[src/rtl/mem_ctrl_pkg.sv]
// Shared types for the memory controller: FSM state encoding, port-select codes, word width.
// No logic; imported by the controller, its arbiter and the bus interface users.
package mem_ctrl_pkg;

    localparam int WORD_WIDTH = 32;

    localparam int MC_STATE_W = 2;
    typedef enum logic [MC_STATE_W-1:0] {
        MC_IDLE = 2'd0,
        MC_BUS  = 2'd1,
        MC_RESP = 2'd2
    } mc_state_t;

    // Select code doubles as the bit index into the pending-flag vector.
    localparam int MC_SEL_W = 2;
    typedef enum logic [MC_SEL_W-1:0] {
        MC_SEL_FETCH = 2'd0,
        MC_SEL_LOAD  = 2'd1,
        MC_SEL_STORE = 2'd2
    } mc_sel_t;

    function automatic logic [2:0] sel_onehot(mc_sel_t s);
        return 3'b001 << s;
    endfunction

endpackage

[src/rtl/mem_ctrl_if.sv]
// Shared word-wide external bus with req/ack handshake.
// Master holds req/we/addr/wdata stable until ack; slave returns rdata with a one-cycle ack.
interface mem_ctrl_if #(
    parameter int W = 32
) ();
    logic         bus_req;
    logic         bus_we;
    logic [W-1:0] bus_addr;
    logic [W-1:0] bus_wdata;
    logic         bus_ack;
    logic [W-1:0] bus_rdata;

    modport master (
        output bus_req, bus_we, bus_addr, bus_wdata,
        input  bus_ack, bus_rdata
    );

    modport slave (
        input  bus_req, bus_we, bus_addr, bus_wdata,
        output bus_ack, bus_rdata
    );
endinterface

[src/rtl/mem_ctrl_arb.sv]
// Fixed-priority picker over the pending flags: store > load > fetch.
// Purely combinational, zero latency; no backpressure of its own.
module mem_ctrl_arb
    import mem_ctrl_pkg::*;
(
    input  logic [2:0] pend_i,
    output mc_sel_t    grant_o,
    output logic       any_o
);

    always_comb begin
        grant_o = MC_SEL_FETCH;
        if (pend_i[MC_SEL_STORE])
            grant_o = MC_SEL_STORE;
        else if (pend_i[MC_SEL_LOAD])
            grant_o = MC_SEL_LOAD;
    end

    assign any_o = |pend_i;

endmodule

[src/rtl/mem_ctrl.sv]
// Memory controller: fetch/load/store ports arbitrated onto one req/ack bus with timeout.
// Latency: en edge -> bus_req after 1 cycle, done the cycle after ack; optional MEM_CTRL_FETCH_BUF_EN buffer.
// Backpressure: requests queue as one pending flag per port; edges on a pending port are dropped.
module mem_ctrl
    import mem_ctrl_pkg::*;
#(
    parameter int W       = WORD_WIDTH,
    parameter int TIMEOUT = 255
) (
    input  logic          clk,
    input  logic          rst,
    input  logic          pc_en,
    input  logic [W-1:0]  pc,
    output logic [W-1:0]  read_inst,
    output logic          inst_done,
    input  logic          load_en,
    input  logic [W-1:0]  l_addr,
    output logic [W-1:0]  l_data,
    output logic          load_done,
    input  logic          store_en,
    input  logic [W-1:0]  s_addr,
    input  logic [W-1:0]  s_data,
    output logic          store_done,
    output logic          busy,
    output logic          bus_err,
    mem_ctrl_if.master    bus
);

    localparam int CNT_W = $clog2(TIMEOUT + 1);

    mc_state_t    state_q;
    mc_sel_t      sel_q, grant;
    logic         any, launch;
    logic [2:0]   en_now, en_prev_q, edge_w, pend_q, pend_clr;
    logic [W-1:0] pc_lat_q, l_addr_lat_q, s_addr_lat_q, s_data_lat_q, launch_addr;
    logic [W-1:0] read_inst_q, l_data_q, bus_addr_q, bus_wdata_q;
    logic         bus_req_q, bus_we_q, inst_done_q, load_done_q, store_done_q, bus_err_q;
    logic [CNT_W-1:0] cnt_q, cnt_inc;
    logic         timeout;
    logic         fb_hit;
    logic [W-1:0] fb_inst;

    mem_ctrl_arb u_arb (
        .pend_i  (pend_q),
        .grant_o (grant),
        .any_o   (any)
    );

    assign en_now   = {store_en, load_en, pc_en};
    assign edge_w   = en_now & ~en_prev_q;
    assign launch   = (state_q == MC_IDLE) && any;
    assign pend_clr = launch ? sel_onehot(grant) : 3'b000;

    always_ff @(posedge clk or negedge rst) begin
        if (!rst) begin
            en_prev_q    <= '0;
            pend_q       <= '0;
            pc_lat_q     <= '0;
            l_addr_lat_q <= '0;
            s_addr_lat_q <= '0;
            s_data_lat_q <= '0;
        end else begin
            en_prev_q <= en_now;
            pend_q    <= (pend_q & ~pend_clr) | (edge_w & ~pend_q);
            if (edge_w[MC_SEL_FETCH] && !pend_q[MC_SEL_FETCH])
                pc_lat_q <= pc;
            if (edge_w[MC_SEL_LOAD] && !pend_q[MC_SEL_LOAD])
                l_addr_lat_q <= l_addr;
            if (edge_w[MC_SEL_STORE] && !pend_q[MC_SEL_STORE]) begin
                s_addr_lat_q <= s_addr;
                s_data_lat_q <= s_data;
            end
        end
    end

    always_comb begin
        case (grant)
            MC_SEL_LOAD:  launch_addr = l_addr_lat_q;
            MC_SEL_STORE: launch_addr = s_addr_lat_q;
            default:      launch_addr = pc_lat_q;
        endcase
    end

    // Saturating count; ack is checked first so an ack on the last cycle is not an error.
    assign cnt_inc = (cnt_q == CNT_W'(TIMEOUT)) ? cnt_q : cnt_q + 1'b1;
    assign timeout = (cnt_inc == CNT_W'(TIMEOUT));

`ifdef MEM_CTRL_FETCH_BUF_EN
    logic [W-1:0] fb_tag_q, fb_inst_q;
    logic         fb_vld_q;

    assign fb_hit  = launch && (grant == MC_SEL_FETCH) && fb_vld_q && (pc_lat_q == fb_tag_q);
    assign fb_inst = fb_inst_q;

    always_ff @(posedge clk or negedge rst) begin
        if (!rst) begin
            fb_tag_q  <= '0;
            fb_inst_q <= '0;
            fb_vld_q  <= 1'b0;
        end else if (state_q == MC_BUS && bus.bus_ack && sel_q == MC_SEL_FETCH) begin
            fb_tag_q  <= bus_addr_q;
            fb_inst_q <= bus.bus_rdata;
            fb_vld_q  <= 1'b1;
        end else if (launch && grant == MC_SEL_STORE && s_addr_lat_q == fb_tag_q) begin
            fb_vld_q  <= 1'b0;
        end
    end
`else
    assign fb_hit  = 1'b0;
    assign fb_inst = '0;
`endif

    always_ff @(posedge clk or negedge rst) begin
        if (!rst) begin
            state_q      <= MC_IDLE;
            sel_q        <= MC_SEL_FETCH;
            cnt_q        <= '0;
            bus_req_q    <= 1'b0;
            bus_we_q     <= 1'b0;
            bus_addr_q   <= '0;
            bus_wdata_q  <= '0;
            read_inst_q  <= '0;
            l_data_q     <= '0;
            inst_done_q  <= 1'b0;
            load_done_q  <= 1'b0;
            store_done_q <= 1'b0;
            bus_err_q    <= 1'b0;
        end else begin
            inst_done_q  <= 1'b0;
            load_done_q  <= 1'b0;
            store_done_q <= 1'b0;
            bus_err_q    <= 1'b0;
            case (state_q)
                MC_IDLE: begin
                    if (any) begin
                        sel_q <= grant;
                        if (fb_hit) begin
                            state_q     <= MC_RESP;
                            inst_done_q <= 1'b1;
                            read_inst_q <= fb_inst;
                        end else begin
                            state_q     <= MC_BUS;
                            cnt_q       <= '0;
                            bus_req_q   <= 1'b1;
                            bus_we_q    <= (grant == MC_SEL_STORE);
                            bus_addr_q  <= launch_addr;
                            bus_wdata_q <= (grant == MC_SEL_STORE) ? s_data_lat_q : '0;
                        end
                    end
                end
                MC_BUS: begin
                    if (bus.bus_ack || timeout) begin
                        state_q   <= MC_RESP;
                        bus_req_q <= 1'b0;
                        bus_we_q  <= 1'b0;
                        bus_err_q <= !bus.bus_ack;
                        case (sel_q)
                            MC_SEL_STORE: store_done_q <= 1'b1;
                            MC_SEL_LOAD: begin
                                load_done_q <= 1'b1;
                                l_data_q    <= bus.bus_ack ? bus.bus_rdata : '0;
                            end
                            default: begin
                                inst_done_q <= 1'b1;
                                read_inst_q <= bus.bus_ack ? bus.bus_rdata : '0;
                            end
                        endcase
                    end else begin
                        cnt_q <= cnt_inc;
                    end
                end
                default: state_q <= MC_IDLE;
            endcase
        end
    end

    assign busy          = (|pend_q) || (state_q != MC_IDLE);
    assign read_inst     = read_inst_q;
    assign l_data        = l_data_q;
    assign inst_done     = inst_done_q;
    assign load_done     = load_done_q;
    assign store_done    = store_done_q;
    assign bus_err       = bus_err_q;
    assign bus.bus_req   = bus_req_q;
    assign bus.bus_we    = bus_we_q;
    assign bus.bus_addr  = bus_addr_q;
    assign bus.bus_wdata = bus_wdata_q;

endmodule

[src/flat_wrapper.sv]
// flat-port wrapper written by rule: the top's interface ports become plain ports
module mem_ctrl_flat import mem_ctrl_pkg::*;
#(
    parameter int W       = WORD_WIDTH,
    parameter int TIMEOUT = 255
)
  (clk, rst, pc_en, pc, read_inst, inst_done, load_en, l_addr, l_data, load_done, store_en, s_addr, s_data, store_done, busy, bus_err, bus_bus_req, bus_bus_we, bus_bus_addr, bus_bus_wdata, bus_bus_ack, bus_bus_rdata);
  mem_ctrl_if #(.W(W)) bus_i ();
  input  logic clk;
  input  logic rst;
  input  logic pc_en;
  input  logic [W-1:0] pc;
  output logic [W-1:0] read_inst;
  output logic inst_done;
  input  logic load_en;
  input  logic [W-1:0] l_addr;
  output logic [W-1:0] l_data;
  output logic load_done;
  input  logic store_en;
  input  logic [W-1:0] s_addr;
  input  logic [W-1:0] s_data;
  output logic store_done;
  output logic busy;
  output logic bus_err;
  output wire logic [$bits(bus_i.bus_req)-1:0] bus_bus_req;
  output wire logic [$bits(bus_i.bus_we)-1:0] bus_bus_we;
  output wire logic [$bits(bus_i.bus_addr)-1:0] bus_bus_addr;
  output wire logic [$bits(bus_i.bus_wdata)-1:0] bus_bus_wdata;
  input wire logic [$bits(bus_i.bus_ack)-1:0] bus_bus_ack;
  input wire logic [$bits(bus_i.bus_rdata)-1:0] bus_bus_rdata;
  assign bus_bus_req = bus_i.bus_req;
  assign bus_bus_we = bus_i.bus_we;
  assign bus_bus_addr = bus_i.bus_addr;
  assign bus_bus_wdata = bus_i.bus_wdata;
  assign bus_i.bus_ack = bus_bus_ack;
  assign bus_i.bus_rdata = bus_bus_rdata;
  mem_ctrl #(.W(W), .TIMEOUT(TIMEOUT)) u_core (.clk(clk), .rst(rst), .pc_en(pc_en), .pc(pc), .read_inst(read_inst), .inst_done(inst_done), .load_en(load_en), .l_addr(l_addr), .l_data(l_data), .load_done(load_done), .store_en(store_en), .s_addr(s_addr), .s_data(s_data), .store_done(store_done), .busy(busy), .bus_err(bus_err), .bus(bus_i));
endmodule
[config.mk]
export PLATFORM = sky130hd
export DESIGN_NAME = mem_ctrl_flat
export DESIGN_NICKNAME = d
export VERILOG_FILES = /design/src/rtl/mem_ctrl_pkg.sv /design/src/rtl/mem_ctrl_if.sv /design/src/rtl/mem_ctrl_arb.sv /design/src/rtl/mem_ctrl.sv /design/src/flat_wrapper.sv
export SDC_FILE = /design/constraint.sdc
export NUM_CORES = 1
export LEC_CHECK = 0
export CORE_MARGIN = 4
export CORE_UTILIZATION = 31
export CTS_CLUSTER_DIAMETER = 150
export DETAILED_ROUTE_END_ITERATION = 6
export PLACE_DENSITY = 0.51
export SETUP_SLACK_MARGIN = 0.3
export SLEW_MARGIN = 20
export SYNTH_ARGS = -nofsm -noshare
export SYNTH_HDL_FRONTEND = slang
export SYNTH_SLANG_ARGS = --single-unit
[constraint.sdc]
create_clock -name clk -period 4.55 [get_ports clk]
set_input_delay 0.6825 -clock clk [delete_from_list [all_inputs] [get_ports clk]]
set_output_delay 0.6825 -clock clk [all_outputs]
set_load 0.01 [all_outputs]
==> metrics.log <==
[metrics] number of levels the H-tree was split into: 2
[metrics] classification of the worst-slack hold path: in2async
[metrics] remaining antenna violation count: 0
[metrics] first-pass GRT wire length: 53900 um
[metrics] diode insertion count for antenna repair: 0
[metrics] Area growth, synth to finish: 39.3%
[metrics] cell accounting for the most synthesized area: sky130_fd_sc_hd__dfrtp_1
[metrics] cell with the largest stage delay on the worst path: sky130_fd_sc_hd__dfrtp_4
[metrics] number of resized instances in the post-cts repair step: 0
[metrics] worst clock skew: 0.0180 ns
[metrics] leading register cell type out of synthesis: sky130_fd_sc_hd__dfrtp_1
[metrics] number of optimization iterations in the first detailed-route pass: 4
[metrics] FF-to-FF End: u_core.read_inst[11]
[metrics] Die Width: 203 um
[metrics] vias post-DR: 8676
[metrics] largest net degree at the start of global routing: 108
[metrics] final-stage net count: between 1000 and 1500
[metrics] slack of the worst reg-to-reg path: ~1.8 ns
[metrics] global routing usage on met2: between 20 and 30%
[metrics] Final Setup Violations: 0
[metrics] average wire per standard cell: 18.4 um
[metrics] die area: 41200 um^2
[metrics] power density relative to cell area: between 600 and 700 nW/um^2
[metrics] clock root buffer master: sky130_fd_sc_hd__clkbuf_16
[metrics] number of endpoints with negative hold slack in the final report: 0
[metrics] utilization after layout: 43.7%
[metrics] Critical Path, Cell by Cell: nor3_1 -> nand2_1 -> clkdlybuf4s50_1
[metrics] post-layout minimum cycle time: 2.94 ns
[metrics] cell area after synthesis: 11800 um^2
[metrics] CTS tree: done
[metrics] post-CTS setup buffer count: 0
[metrics] Clk Latency, worst-skew pair: 0.52 ns
[metrics] Critical R2R Launch: u_core.cnt_q[0]
[metrics] post-synthesis cell count: around 1000
[metrics] count of clock tree sinks: 280
[metrics] normalized max-slew margin: 42.5%
[metrics] critical path's largest stage delay: roughly 0.83 ns
[metrics] data arrival at the endpoint of the critical path: 2.25 ns
[metrics] Least-Margin Pin Slew: 0.862 ns
[metrics] Inserted Clock Buffers: 35
[metrics] fin area: 16400 um^2
[metrics] number of hold buffers added after cts: 0
[metrics] Mapped Avg Cell Area: 11.4 um^2
[metrics] Pleak: ~7.3 nW
[metrics] achievable frequency: 341 MHz
[metrics] HPWL Detailed: 22600 um
[metrics] number of standard cells in the final layout excluding fillers: about 1900
[metrics] number of buffers on the longest clock path: 3
[metrics] number of synthesized flops with an enable pin: 0
[metrics] met3 Usage GRT: 7.49%
[metrics] post-synth top area share: slightly below 60%
[metrics] count of standard-cell rows: 71
[metrics] launching element type of the critical path: flop
[metrics] residual DRC count: 0
[metrics] worst setup path start: u_core.pend_q[2]
[metrics] warning count from the yosys run: 0
[metrics] placed standard-cell area: 15300 um^2
[metrics] GRT busiest layer: met2
[metrics] Ports: 301
[metrics] GRT Resource Usage Total: 16.4%
[metrics] part of the Yosys area used for sequential elements: 59.5%
[metrics] Critical Path End Type: primary output
[metrics] initial core utilization: about a third
[metrics] required time of the worst setup path: 3.87 ns
[metrics] register bit total from synthesis: between 200 and 300
[metrics] Placed Cells: between 1500 and 2000
[metrics] global-route congestion overflow total: 0
[metrics] final-layout setup total negative slack: 0 ns
[metrics] outcome: completed
[metrics] via count of the first global-routing pass: slightly above 9000
[metrics] synth top area cells: sky130_fd_sc_hd__dfrtp_1 60%, sky130_fd_sc_hd__mux2_2 12%, sky130_fd_sc_hd__a22oi_1 4.2%, sky130_fd_sc_hd__nand2_1 3.4%, sky130_fd_sc_hd__o21ai_1 2.8%
[metrics] post-synth cell types: between 40 and 50
[metrics] Die Y: 203 um
[metrics] net count after synthesis: 1201
[metrics] Worst setup endpoint: busy
[metrics] clock transition time at the flip-flop clock pins of the worst setup and hold paths: 0.06 ns
[metrics] sum of routed wire length over all layers: 34100 um
[metrics] PnR worst setup slack: ~1.6 ns
[metrics] FF-to-FF path depth: 7
[metrics] async set or reset register ratio after synthesis: 100%
[metrics] weighted congestion at the end of routability-driven global placement: ~0.78
[metrics] period utilization: 64.5%
[metrics] setup slack at placement: between 1.5 and 2 ns
[metrics] critical path class: reg2out
[metrics] number of DRC violations after detailed-routing iteration 0: approximately 380
[metrics] share of final-layout standard cells stronger than drive strength 1: 16.1%
[metrics] initial antenna violation count: 11
[metrics] worst vdd ir: around 0.33 mV
[metrics] placeable core region: 37600 um^2
[metrics] count of pins over their slew limit: 0
[metrics] number of port buffers: 300
[metrics] setup repair after global routing missed its margin: no
[metrics] routing usage on met1: 21.3%
[metrics] maximum capacitance violations: 0
[metrics] average vias per placed instance: 4.68
[metrics] CP Max Fanout: 56
## final cells by class
cell class	count	area [um^2]
fillers	3554	21200
flip-flops and latches	280	7010
multi-input cells	609	4190
repair buffers	321	3180
clock buffers	51	1030
well taps	511	639
inverters	74	278
clock inverters	9	80.1
## Yosys cell counts (2+ instances only)
cell type                  count
sky130_fd_sc_hd__o21ai_0      43
sky130_fd_sc_hd__o21ai_1      65
sky130_fd_sc_hd__buf_2        14
sky130_fd_sc_hd__o211ai_1      2
sky130_fd_sc_hd__nand3_1      34
sky130_fd_sc_hd__nand2_1     107
sky130_fd_sc_hd__nor3_1        7
sky130_fd_sc_hd__a31oi_1       4
sky130_fd_sc_hd__nor3b_1       3
sky130_fd_sc_hd__a21o_1        2
sky130_fd_sc_hd__nor2b_1       3
sky130_fd_sc_hd__nor2_1       38
sky130_fd_sc_hd__mux2i_1      32
sky130_fd_sc_hd__buf_6         7
sky130_fd_sc_hd__and3_1        5
sky130_fd_sc_hd__ha_1          3
sky130_fd_sc_hd__mux2_2      128
sky130_fd_sc_hd__a22oi_1      66
sky130_fd_sc_hd__o32ai_1       2
sky130_fd_sc_hd__nand2b_1      4
sky130_fd_sc_hd__and4_1        2
sky130_fd_sc_hd__or3_1         2
sky130_fd_sc_hd__a22o_1        2
sky130_fd_sc_hd__clkbuf_1     46
sky130_fd_sc_hd__a21oi_1      39
sky130_fd_sc_hd__inv_1        74
sky130_fd_sc_hd__buf_1         2
sky130_fd_sc_hd__dfrtp_1     280
## worst min path at each step
stage	cells past startpoint	startpoint	slack, ns	end
floorplan	0	rst	0.39	u_core.bus.bus_addr[0]
CTS	1	rst	0.26	u_core.read_inst[17]
global placement	2	u_core.bus.bus_wdata[15]	0.45	u_core.bus.bus_wdata[15]
detailed placement	2	u_core.bus.bus_wdata[15]	0.45	u_core.bus.bus_wdata[15]
finish	1	rst	0.25	u_core.l_data[5]
global route	1	rst	0.30	u_core.l_data[6]
## power breakdown
part           total [mW]  internal (mW)  switching, mW
clock network        2.67           1.62           1.05
registers            4.36           3.58          0.773
logic                4.09           2.17           1.92
total                11.1           7.37           3.75
## through the flow
stage,total power [mW],hold slack [ns]
6_report,11.1,0.250
5_1_grt,12.0,0.297
3_5_place_dp,8.57,0.455
3_3_place_gp,8.47,0.450
4_1_cts,11.3,0.256
2_1_floorplan,6.64,0.387
## worst max-delay path, delay by kind of cell (launching register included)
kind	cells	cell delay, ns
buf+inv	1	0.60
flops	1	0.83
simple gates	2	0.30
## cell usage in the layout, fill, tap and decap left out, types with 2 or more instances in the layout
cell and count:
sky130_fd_sc_hd__o21ai_1 65, sky130_fd_sc_hd__buf_4 20, sky130_fd_sc_hd__nand3_1 34, sky130_fd_sc_hd__a22o_1 2
sky130_fd_sc_hd__o211ai_1 2, sky130_fd_sc_hd__and3_1 5, sky130_fd_sc_hd__dfrtp_1 278, sky130_fd_sc_hd__o32ai_1 2
sky130_fd_sc_hd__a21oi_1 39, sky130_fd_sc_hd__inv_1 74, sky130_fd_sc_hd__nor3b_2 3, sky130_fd_sc_hd__clkbuf_1 7
sky130_fd_sc_hd__nor3_1 7, sky130_fd_sc_hd__a21o_1 2, sky130_fd_sc_hd__a31oi_1 4, sky130_fd_sc_hd__a22oi_1 66
sky130_fd_sc_hd__nor2_1 37, sky130_fd_sc_hd__clkbuf_8 9, sky130_fd_sc_hd__nand2b_1 4, sky130_fd_sc_hd__ha_1 3
sky130_fd_sc_hd__clkinv_2 5, sky130_fd_sc_hd__inv_6 2, sky130_fd_sc_hd__or3_1 2, sky130_fd_sc_hd__clkdlybuf4s50_1 299
sky130_fd_sc_hd__mux2_2 128, sky130_fd_sc_hd__o21ai_0 43, sky130_fd_sc_hd__nor2b_1 3, sky130_fd_sc_hd__and4_1 2
sky130_fd_sc_hd__mux2i_1 32, sky130_fd_sc_hd__clkbuf_16 35, sky130_fd_sc_hd__nand2_1 106
## sequential cells by signal, indices dropped and copies added, names as in the netlist
name and flops:
u_core.bus.bus_addr 32, u_core.bus.bus_req 1, u_core.bus.bus_wdata 32, u_core.bus.bus_we 1, u_core.bus_err 1, u_core.cnt_q 8
u_core.en_prev_q 3, u_core.inst_done 1, u_core.l_addr_lat_q 32, u_core.l_data 32, u_core.load_done 1, u_core.pc_lat_q 32
u_core.pend_q 3, u_core.read_inst 32, u_core.s_addr_lat_q 32, u_core.s_data_lat_q 32, u_core.sel_q 2, u_core.state_q 2
u_core.store_done 1
## cells by family after synthesis
logic type / share of synthesized area [%]
flip-flops: 59.5
AO/OA/AOI/OAI: 12.2
multiplexers: 15.0
buffers and inverters: 5.15
AND/OR/NAND/NOR: 7.87
adder cells (fa/ha/maj): 0.319
## routing by layer
layer,vias to the layer above,routed length (um)
met4,22,617
li1,4157,-
met1,4168,14500
met2,261,15100
met3,68,3720
met5,-,153
No activity file was read; power rests on OpenSTA's default activity.
